<file path="src/rtl/ysyx_csr_if.sv">
// ysyx_csr_if: EXU-side CSR request/trap bus and the CSR state it exposes back.
`ifndef YSYX_W_WIDTH
`define YSYX_W_WIDTH 32
`endif
interface ysyx_csr_if #(parameter int BIT_W = `YSYX_W_WIDTH, parameter int R_W = 12);
  logic             exu_valid;
  logic [1:0]       csr_op;
  logic [R_W-1:0]   addr;
  logic [BIT_W-1:0] wsrc;
  logic             trap_valid;
  logic [BIT_W-1:0] trap_cause;
  logic [BIT_W-1:0] trap_pc;
  logic [BIT_W-1:0] trap_tval;
  logic             mret_valid;
  logic [BIT_W-1:0] rdata_o;
  logic             illegal_o;
  logic [BIT_W-1:0] mtvec_o;
  logic [BIT_W-1:0] mepc_o;
  logic             mie_o;
  modport master(output exu_valid, csr_op, addr, wsrc, trap_valid, trap_cause, trap_pc, trap_tval,
                 mret_valid, input rdata_o, illegal_o, mtvec_o, mepc_o, mie_o);
  modport slave(input exu_valid, csr_op, addr, wsrc, trap_valid, trap_cause, trap_pc, trap_tval,
                mret_valid, output rdata_o, illegal_o, mtvec_o, mepc_o, mie_o);
endinterface

</file>
<file path="src/rtl/ysyx_csr_unit.sv">
// ysyx_csr_unit: machine-mode CSR file with RMW ops, trap entry/mret and WARL masking.
// Optional 64-bit mcycle/minstret counters enabled by defining YSYX_CSR_COUNTERS_EN.
`ifndef YSYX_W_WIDTH
`define YSYX_W_WIDTH 32
`endif
module ysyx_csr_unit #(
  parameter int               BIT_W         = `YSYX_W_WIDTH,
  parameter int               R_W           = 12,
  parameter logic [BIT_W-1:0] RESET_VAL     = '0,
  parameter logic [BIT_W-1:0] MVENDORID_VAL = BIT_W'(32'h79737978),
  parameter logic [BIT_W-1:0] MARCHID_VAL   = BIT_W'(32'h015fde77)
) (
  input logic        clk,
  input logic        rst,
  ysyx_csr_if.slave  bus
);
  localparam logic [R_W-1:0] A_MSTATUS   = R_W'(12'h300);
  localparam logic [R_W-1:0] A_MTVEC     = R_W'(12'h305);
  localparam logic [R_W-1:0] A_MSCRATCH  = R_W'(12'h340);
  localparam logic [R_W-1:0] A_MEPC      = R_W'(12'h341);
  localparam logic [R_W-1:0] A_MCAUSE    = R_W'(12'h342);
  localparam logic [R_W-1:0] A_MTVAL     = R_W'(12'h343);
  localparam logic [R_W-1:0] A_MVENDORID = R_W'(12'hF11);
  localparam logic [R_W-1:0] A_MARCHID   = R_W'(12'hF12);
`ifdef YSYX_CSR_COUNTERS_EN
  localparam logic [R_W-1:0] A_MCYCLE    = R_W'(12'hB00);
  localparam logic [R_W-1:0] A_MCYCLEH   = R_W'(12'hB80);
  localparam logic [R_W-1:0] A_MINSTRET  = R_W'(12'hB02);
  localparam logic [R_W-1:0] A_MINSTRETH = R_W'(12'hB82);
  logic [63:0] mcycle, minstret;
`endif
  logic             mie, mpie, hit, we, trap, mret;
  logic [BIT_W-1:0] mtvec, mepc, mcause, mtval, mscratch, mstatus, old, wval;
  always_comb begin
    mstatus = '0;
    mstatus[12:11] = 2'b11;
    mstatus[7] = mpie;
    mstatus[3] = mie;
    old = '0;
    hit = 1'b1;
    case (bus.addr)
      A_MSTATUS:   old = mstatus;
      A_MTVEC:     old = mtvec;
      A_MSCRATCH:  old = mscratch;
      A_MEPC:      old = mepc;
      A_MCAUSE:    old = mcause;
      A_MTVAL:     old = mtval;
      A_MVENDORID: old = MVENDORID_VAL;
      A_MARCHID:   old = MARCHID_VAL;
`ifdef YSYX_CSR_COUNTERS_EN
      A_MCYCLE:    old = BIT_W'(mcycle[31:0]);
      A_MCYCLEH:   old = BIT_W'(mcycle[63:32]);
      A_MINSTRET:  old = BIT_W'(minstret[31:0]);
      A_MINSTRETH: old = BIT_W'(minstret[63:32]);
`endif
      default:     hit = 1'b0;
    endcase
    wval = bus.csr_op == 2'b01 ? bus.wsrc : bus.csr_op == 2'b10 ? (old | bus.wsrc) : (old & ~bus.wsrc);
    trap = bus.exu_valid & bus.trap_valid;
    mret = bus.exu_valid & bus.mret_valid & ~bus.trap_valid;
    // RS/RC with a zero mask are pure reads; trap and mret suppress any CSR write.
    we = bus.exu_valid & ~bus.trap_valid & ~bus.mret_valid & hit & (bus.csr_op != 2'b00)
       & (bus.csr_op == 2'b01 | bus.wsrc != '0);
  end
  assign bus.rdata_o   = old;
  assign bus.illegal_o = (bus.csr_op != 2'b00) & ~hit;
  assign bus.mtvec_o   = mtvec;
  assign bus.mepc_o    = mepc;
  assign bus.mie_o     = mie;
  always_ff @(posedge clk) begin
    if (rst) begin
      mie <= 1'b0;
      mpie <= 1'b0;
      mtvec <= RESET_VAL;
      mepc <= RESET_VAL;
      mcause <= RESET_VAL;
      mtval <= RESET_VAL;
      mscratch <= RESET_VAL;
    end else if (trap) begin
      mepc <= {bus.trap_pc[BIT_W-1:2], 2'b00};
      mcause <= bus.trap_cause;
      mtval <= bus.trap_tval;
      mpie <= mie;
      mie <= 1'b0;
    end else if (mret) begin
      mie <= mpie;
      mpie <= 1'b1;
    end else if (we) begin
      case (bus.addr)
        A_MSTATUS: begin
          mie <= wval[3];
          mpie <= wval[7];
        end
        A_MTVEC:    mtvec <= {wval[BIT_W-1:2], 2'b00};
        A_MSCRATCH: mscratch <= wval;
        A_MEPC:     mepc <= {wval[BIT_W-1:2], 2'b00};
        A_MCAUSE:   mcause <= wval;
        A_MTVAL:    mtval <= wval;
        default:    ;
      endcase
    end
  end
`ifdef YSYX_CSR_COUNTERS_EN
  // A write to one half replaces that cycle's increment; the other half is held.
  always_ff @(posedge clk) begin
    if (rst) begin
      mcycle <= '0;
      minstret <= '0;
    end else begin
      mcycle <= (we && bus.addr == A_MCYCLE) ? {mcycle[63:32], wval[31:0]}
              : (we && bus.addr == A_MCYCLEH) ? {wval[31:0], mcycle[31:0]} : mcycle + 64'd1;
      minstret <= (we && bus.addr == A_MINSTRET) ? {minstret[63:32], wval[31:0]}
                : (we && bus.addr == A_MINSTRETH) ? {wval[31:0], minstret[31:0]}
                : minstret + 64'(bus.exu_valid & ~bus.trap_valid);
    end
  end
`endif
endmodule

</file>
<file path="src/flat_wrapper.sv">
// flat-port wrapper written by rule: the top's interface ports become plain ports
module ysyx_csr_unit_flat 
#(
  parameter int               BIT_W         = `YSYX_W_WIDTH,
  parameter int               R_W           = 12,
  parameter logic [BIT_W-1:0] RESET_VAL     = '0,
  parameter logic [BIT_W-1:0] MVENDORID_VAL = BIT_W'(32'h79737978),
  parameter logic [BIT_W-1:0] MARCHID_VAL   = BIT_W'(32'h015fde77)
)
  (clk, rst, bus_exu_valid, bus_csr_op, bus_addr, bus_wsrc, bus_trap_valid, bus_trap_cause, bus_trap_pc, bus_trap_tval, bus_mret_valid, bus_rdata_o, bus_illegal_o, bus_mtvec_o, bus_mepc_o, bus_mie_o);
  ysyx_csr_if #(.BIT_W(BIT_W), .R_W(R_W)) bus_i ();
  input logic clk;
  input logic rst;
  input wire logic [$bits(bus_i.exu_valid)-1:0] bus_exu_valid;
  input wire logic [$bits(bus_i.csr_op)-1:0] bus_csr_op;
  input wire logic [$bits(bus_i.addr)-1:0] bus_addr;
  input wire logic [$bits(bus_i.wsrc)-1:0] bus_wsrc;
  input wire logic [$bits(bus_i.trap_valid)-1:0] bus_trap_valid;
  input wire logic [$bits(bus_i.trap_cause)-1:0] bus_trap_cause;
  input wire logic [$bits(bus_i.trap_pc)-1:0] bus_trap_pc;
  input wire logic [$bits(bus_i.trap_tval)-1:0] bus_trap_tval;
  input wire logic [$bits(bus_i.mret_valid)-1:0] bus_mret_valid;
  output wire logic [$bits(bus_i.rdata_o)-1:0] bus_rdata_o;
  output wire logic [$bits(bus_i.illegal_o)-1:0] bus_illegal_o;
  output wire logic [$bits(bus_i.mtvec_o)-1:0] bus_mtvec_o;
  output wire logic [$bits(bus_i.mepc_o)-1:0] bus_mepc_o;
  output wire logic [$bits(bus_i.mie_o)-1:0] bus_mie_o;
  assign bus_i.exu_valid = bus_exu_valid;
  assign bus_i.csr_op = bus_csr_op;
  assign bus_i.addr = bus_addr;
  assign bus_i.wsrc = bus_wsrc;
  assign bus_i.trap_valid = bus_trap_valid;
  assign bus_i.trap_cause = bus_trap_cause;
  assign bus_i.trap_pc = bus_trap_pc;
  assign bus_i.trap_tval = bus_trap_tval;
  assign bus_i.mret_valid = bus_mret_valid;
  assign bus_rdata_o = bus_i.rdata_o;
  assign bus_illegal_o = bus_i.illegal_o;
  assign bus_mtvec_o = bus_i.mtvec_o;
  assign bus_mepc_o = bus_i.mepc_o;
  assign bus_mie_o = bus_i.mie_o;
  ysyx_csr_unit #(.BIT_W(BIT_W), .R_W(R_W), .RESET_VAL(RESET_VAL), .MVENDORID_VAL(MVENDORID_VAL), .MARCHID_VAL(MARCHID_VAL)) u_core (.clk(clk), .rst(rst), .bus(bus_i));
endmodule
</file>
<file path="config.mk">
export PLATFORM = sky130hd
export DESIGN_NAME = ysyx_csr_unit_flat
export DESIGN_NICKNAME = d
export VERILOG_FILES = /design/src/rtl/ysyx_csr_if.sv /design/src/rtl/ysyx_csr_unit.sv /design/src/flat_wrapper.sv
export SDC_FILE = /design/constraint.sdc
export NUM_CORES = 1
export LEC_CHECK = 0
export BUFFER_PORTS_ARGS = -buffer_cell sky130_fd_sc_hd__buf_2
export CAP_MARGIN = 0
export CORE_MARGIN = 4
export CORE_UTILIZATION = 57
export DETAILED_ROUTE_END_ITERATION = 8
export PLACE_DENSITY_LB_ADDON = 0.2
export SKIP_LAST_GASP = 1
export SLEW_MARGIN = 20
export SYNTH_ARGS = -nofsm -noshare
export SYNTH_HDL_FRONTEND = slang
export SYNTH_SLANG_ARGS = --single-unit
</file>
<file path="constraint.sdc">
create_clock -name clk -period 4.3 [get_ports clk]
set_input_delay 0.86 -clock clk [delete_from_list [all_inputs] [get_ports clk]]
set_output_delay 0.86 -clock clk [all_outputs]
set_load 0.03 [all_outputs]
</file>
==> key figures <==
Final layout
  – # fillers: 1181
  – Share of cells above drive strength 1: 0.277
  – Most frequent cells in the layout: buf_2, dfxtp_1, nand2_1
  – Area grow syn2layout: 21.8%
  – Diodes inserted: 0
  – Most common cell after layout, fill and taps aside: buf_2
  – Final nets: 1380

Synthesis
  – Mean Syn Cell Area: 8.34 um^2
  – Synth Instances: 1045
  – Fraction of registers with async set or reset after synthesis: 0
  – Register area share after synthesis: 0.363
  – FF+latch count, synth: 158
  – Post-synth EDFFs: 0
  – Yosys cell types: a little under 60
  – YS warnings: 0
  – Post-Synthesis Cell Area: 8710 um^2
  – Primary FF master, synth: dfxtp_1

Min path
  – Hold Crit Depth: 2
  – HP Start: u_core.mtval[1]
  – Hold Crit Class: register to register

Critical path
  – CP max stage cell: nand4_1
  – Worst reg2reg path startpoint: u_core.mpie
  – Max incr delay on CP: about 620 ps
  – Crit Path Class: primary input to primary output
  – Crit path required time: ~3400 ps
  – Top fanout value on the critical path: 8
  – Worst r2r path cells: 6
  – Worst setup path startpoint: bus_addr[6]
  – Setup crit end kind: primary output
  – Arrival @ worst endpoint: 2910 ps
  – CP dominant cell by count: buf_2
  – Crit start category: primary input
  – Worst-path cell chain: buf_2 > nor4bb_4 > nand4_1 > o311ai_0 > buf_2

Clocking
  – Post-CTS Setup Inserts: 0
  – Clock Latency Late Sink: 430 ps
  – Bufs on Longest Clock Path: 2
  – CTS tree: yes
  – Resized cells post-CTS: 0
  – Clk sink count: around 160
  – CTS root buf: clkbuf_16
  – Clock-pin slew on the worst setup and hold paths: 60 ps
  – Num CTS Buffers: 17
  – CTS Hold Bufs: 0
  – H-tree depth: 4

Timing
  – Final Max Slew Viols: 0
  – Crit path time final: 3770 ps
  – Max Freq: between 0.2 and 0.3 GHz
  – Hold Violations, Final: 0
  – Worst-Margin Slew: 1080 ps
  – Final TNS setup: 0 ps
  – Tcrit/Tclk final: 0.876
  – # setup viols final: 0
  – Worst slew margin: 0.273
  – Post-route setup slack: 532 ps
  – RSZ-0062 raised after global routing: no
  – Worst Clk Skew: 6.61 ps
  – Hold_ws: around 460 ps

Power
  – Leak Pwr: 4.44 nW
  – Largest vdd supply drop: between 0.2 and 0.3 mV
  – Power density over the cells: 333 nW/um^2
  – Total power: between 3 and 4 mW

Place
  – DP Wirelength: 21.5 mm
  – I/O Buffers: roughly 240
  – Place WS: 579 ps
  – RePlAce Congestion: 0.970

Drt
  – Drt pass-1 iters: 5
  – DR DRC count: 0
  – DR vias: about 9700
  – Initial DRC count: 1072
  – DR WL/cell: 22.3 um
  – Post-route ant nets: 0
  – Routed WL: 31.9 mm
  – Vias/cell: 6.76

Floorplanning
  – Row Count: 44
  – Placeable Area: 14800 um^2
  – Die ar.: 17300 um^2
  – Initial core utilization: 0.591
  – Die Width: 132 um
  – # IOs: 245
  – Die height: 132 um

Global route
  – Largest net degree at the start of global routing: 65
  – Initial antenna violation count: 0
  – Global-route wire length before repair: 50.0 mm
  – Global-route usage over all layers: 0.357
  – Gr ovfl total: 0
  – Vias in the first global route: 9410

Status
  – Outcome: finished, final reports clean

Run
  – Maxcap violations: 0
## stage by stage
| step | instance area (um^2) | instances | util |
|---|---|---|---|
| finish | 10600 | 1430 | 0.719 |
| global route | 10600 | 1430 | 0.719 |
| CTS | 10600 | 1430 | 0.719 |
| detailed placement | 10000 | 1398 | 0.680 |
| global placement | 10000 | 1398 | 0.680 |
| floorplan | 8720 | 1048 | - |
## report_power, final
| part | internal [mW] | leakage (nW) | switching, mW |
|---|---|---|---|
| registers | 1.51 | 1.28 | 0.0254 |
| logic | 0.194 | 2.88 | 0.321 |
| clock network | 0.890 | 0.277 | 0.596 |
| total | 2.59 | 4.44 | 0.942 |
## flip-flops by register name, summed over array words and instances (netlist names)
signal              count
u_core.bus.mepc_o      30
u_core.mpie             1
u_core.bus.mtvec_o     30
u_core.mcause          32
u_core.mscratch        32
u_core.bus.mie_o        1
u_core.mtval           32
## worst max-delay path, delay by kind of cell
family	cells	cell delay, ps
AO/OA/AOI/OAI	1	410
buffers and inverters	2	440
AND/OR/NAND/NOR	2	1200
## cell families after synthesis
| group | Yosys count | share of synthesized area |
|---|---|---|
| other | 1 | 0.000430 |
| and+or+nand+nor | 345 | 0.204 |
| muxes | 41 | 0.0887 |
| xor gates and xnor gates | 33 | 0.0332 |
| AOI/OAI and AO/OA | 352 | 0.256 |
| DFF | 158 | 0.363 |
| buffers and inverters | 115 | 0.0551 |
## final timing paths
path                                             end  slack [ps]
worst max-delay path                  bus_rdata_o[3]         530
worst min-delay path                 u_core.mtval[1]         460
worst max register to register  u_core.bus.mepc_o[7]        2020
worst min register to register       u_core.mtval[1]         460
## synth_stat cells (all sizes together), types with 2 or more instances
library cell,number,area (um^2)
nor3,15,75.1
a21o,24,180
a22o,23,201
nand3,35,175
xnor2,24,210
o21ai,118,591
mux4,29,653
a41oi,4,35.0
buf,34,176
and2,6,37.5
xor2,9,78.8
inv,14,52.6
a22oi,34,255
and3,29,181
nand2,129,484
nor4,13,96.3
nand2b,6,37.5
o2bb2ai,28,245
or4,4,30.0
o211ai,2,15.0
o311a,2,20.0
nand4,56,357
a31oi,3,18.8
or3,3,18.8
dfxtp,158,3160
clkbuf,67,251
nor2,30,115
o311ai,5,43.8
a211oi,11,82.6
nor2b,2,12.5
a21oi,89,449
a41o,2,20.0
nand4b,3,26.3
nor4bb,2,20.0
mux2i,12,120
or3b,5,43.8
## area by class of cell
type                            instances  area (um^2)  area share
Sequential cell                       158         3160       0.298
Tap cell                              184          230      0.0217
Multi-Input combinational cell        775         5150       0.486
Timing Repair Buffer                  267         1430       0.135
Clock buffer                           28          527      0.0496
Clock inverter                          4         50.0     0.00472
Inverter                               14         52.6     0.00495
## per-layer routing
layer | global-route usage | vias up | wire, um | share of wire
met2 | 0.582 | 797 | 15000 | 0.47
met3 | 0.0959 | 129 | 3990 | 0.13
met1 | 0.437 | 4449 | 11600 | 0.36
met4 | 0.184 | 0 | 1270 | 0.040
li1 | - | 4293 | - | -
met5 | 0 | - | 0 | 0
(Power assumes the default switching activity.)
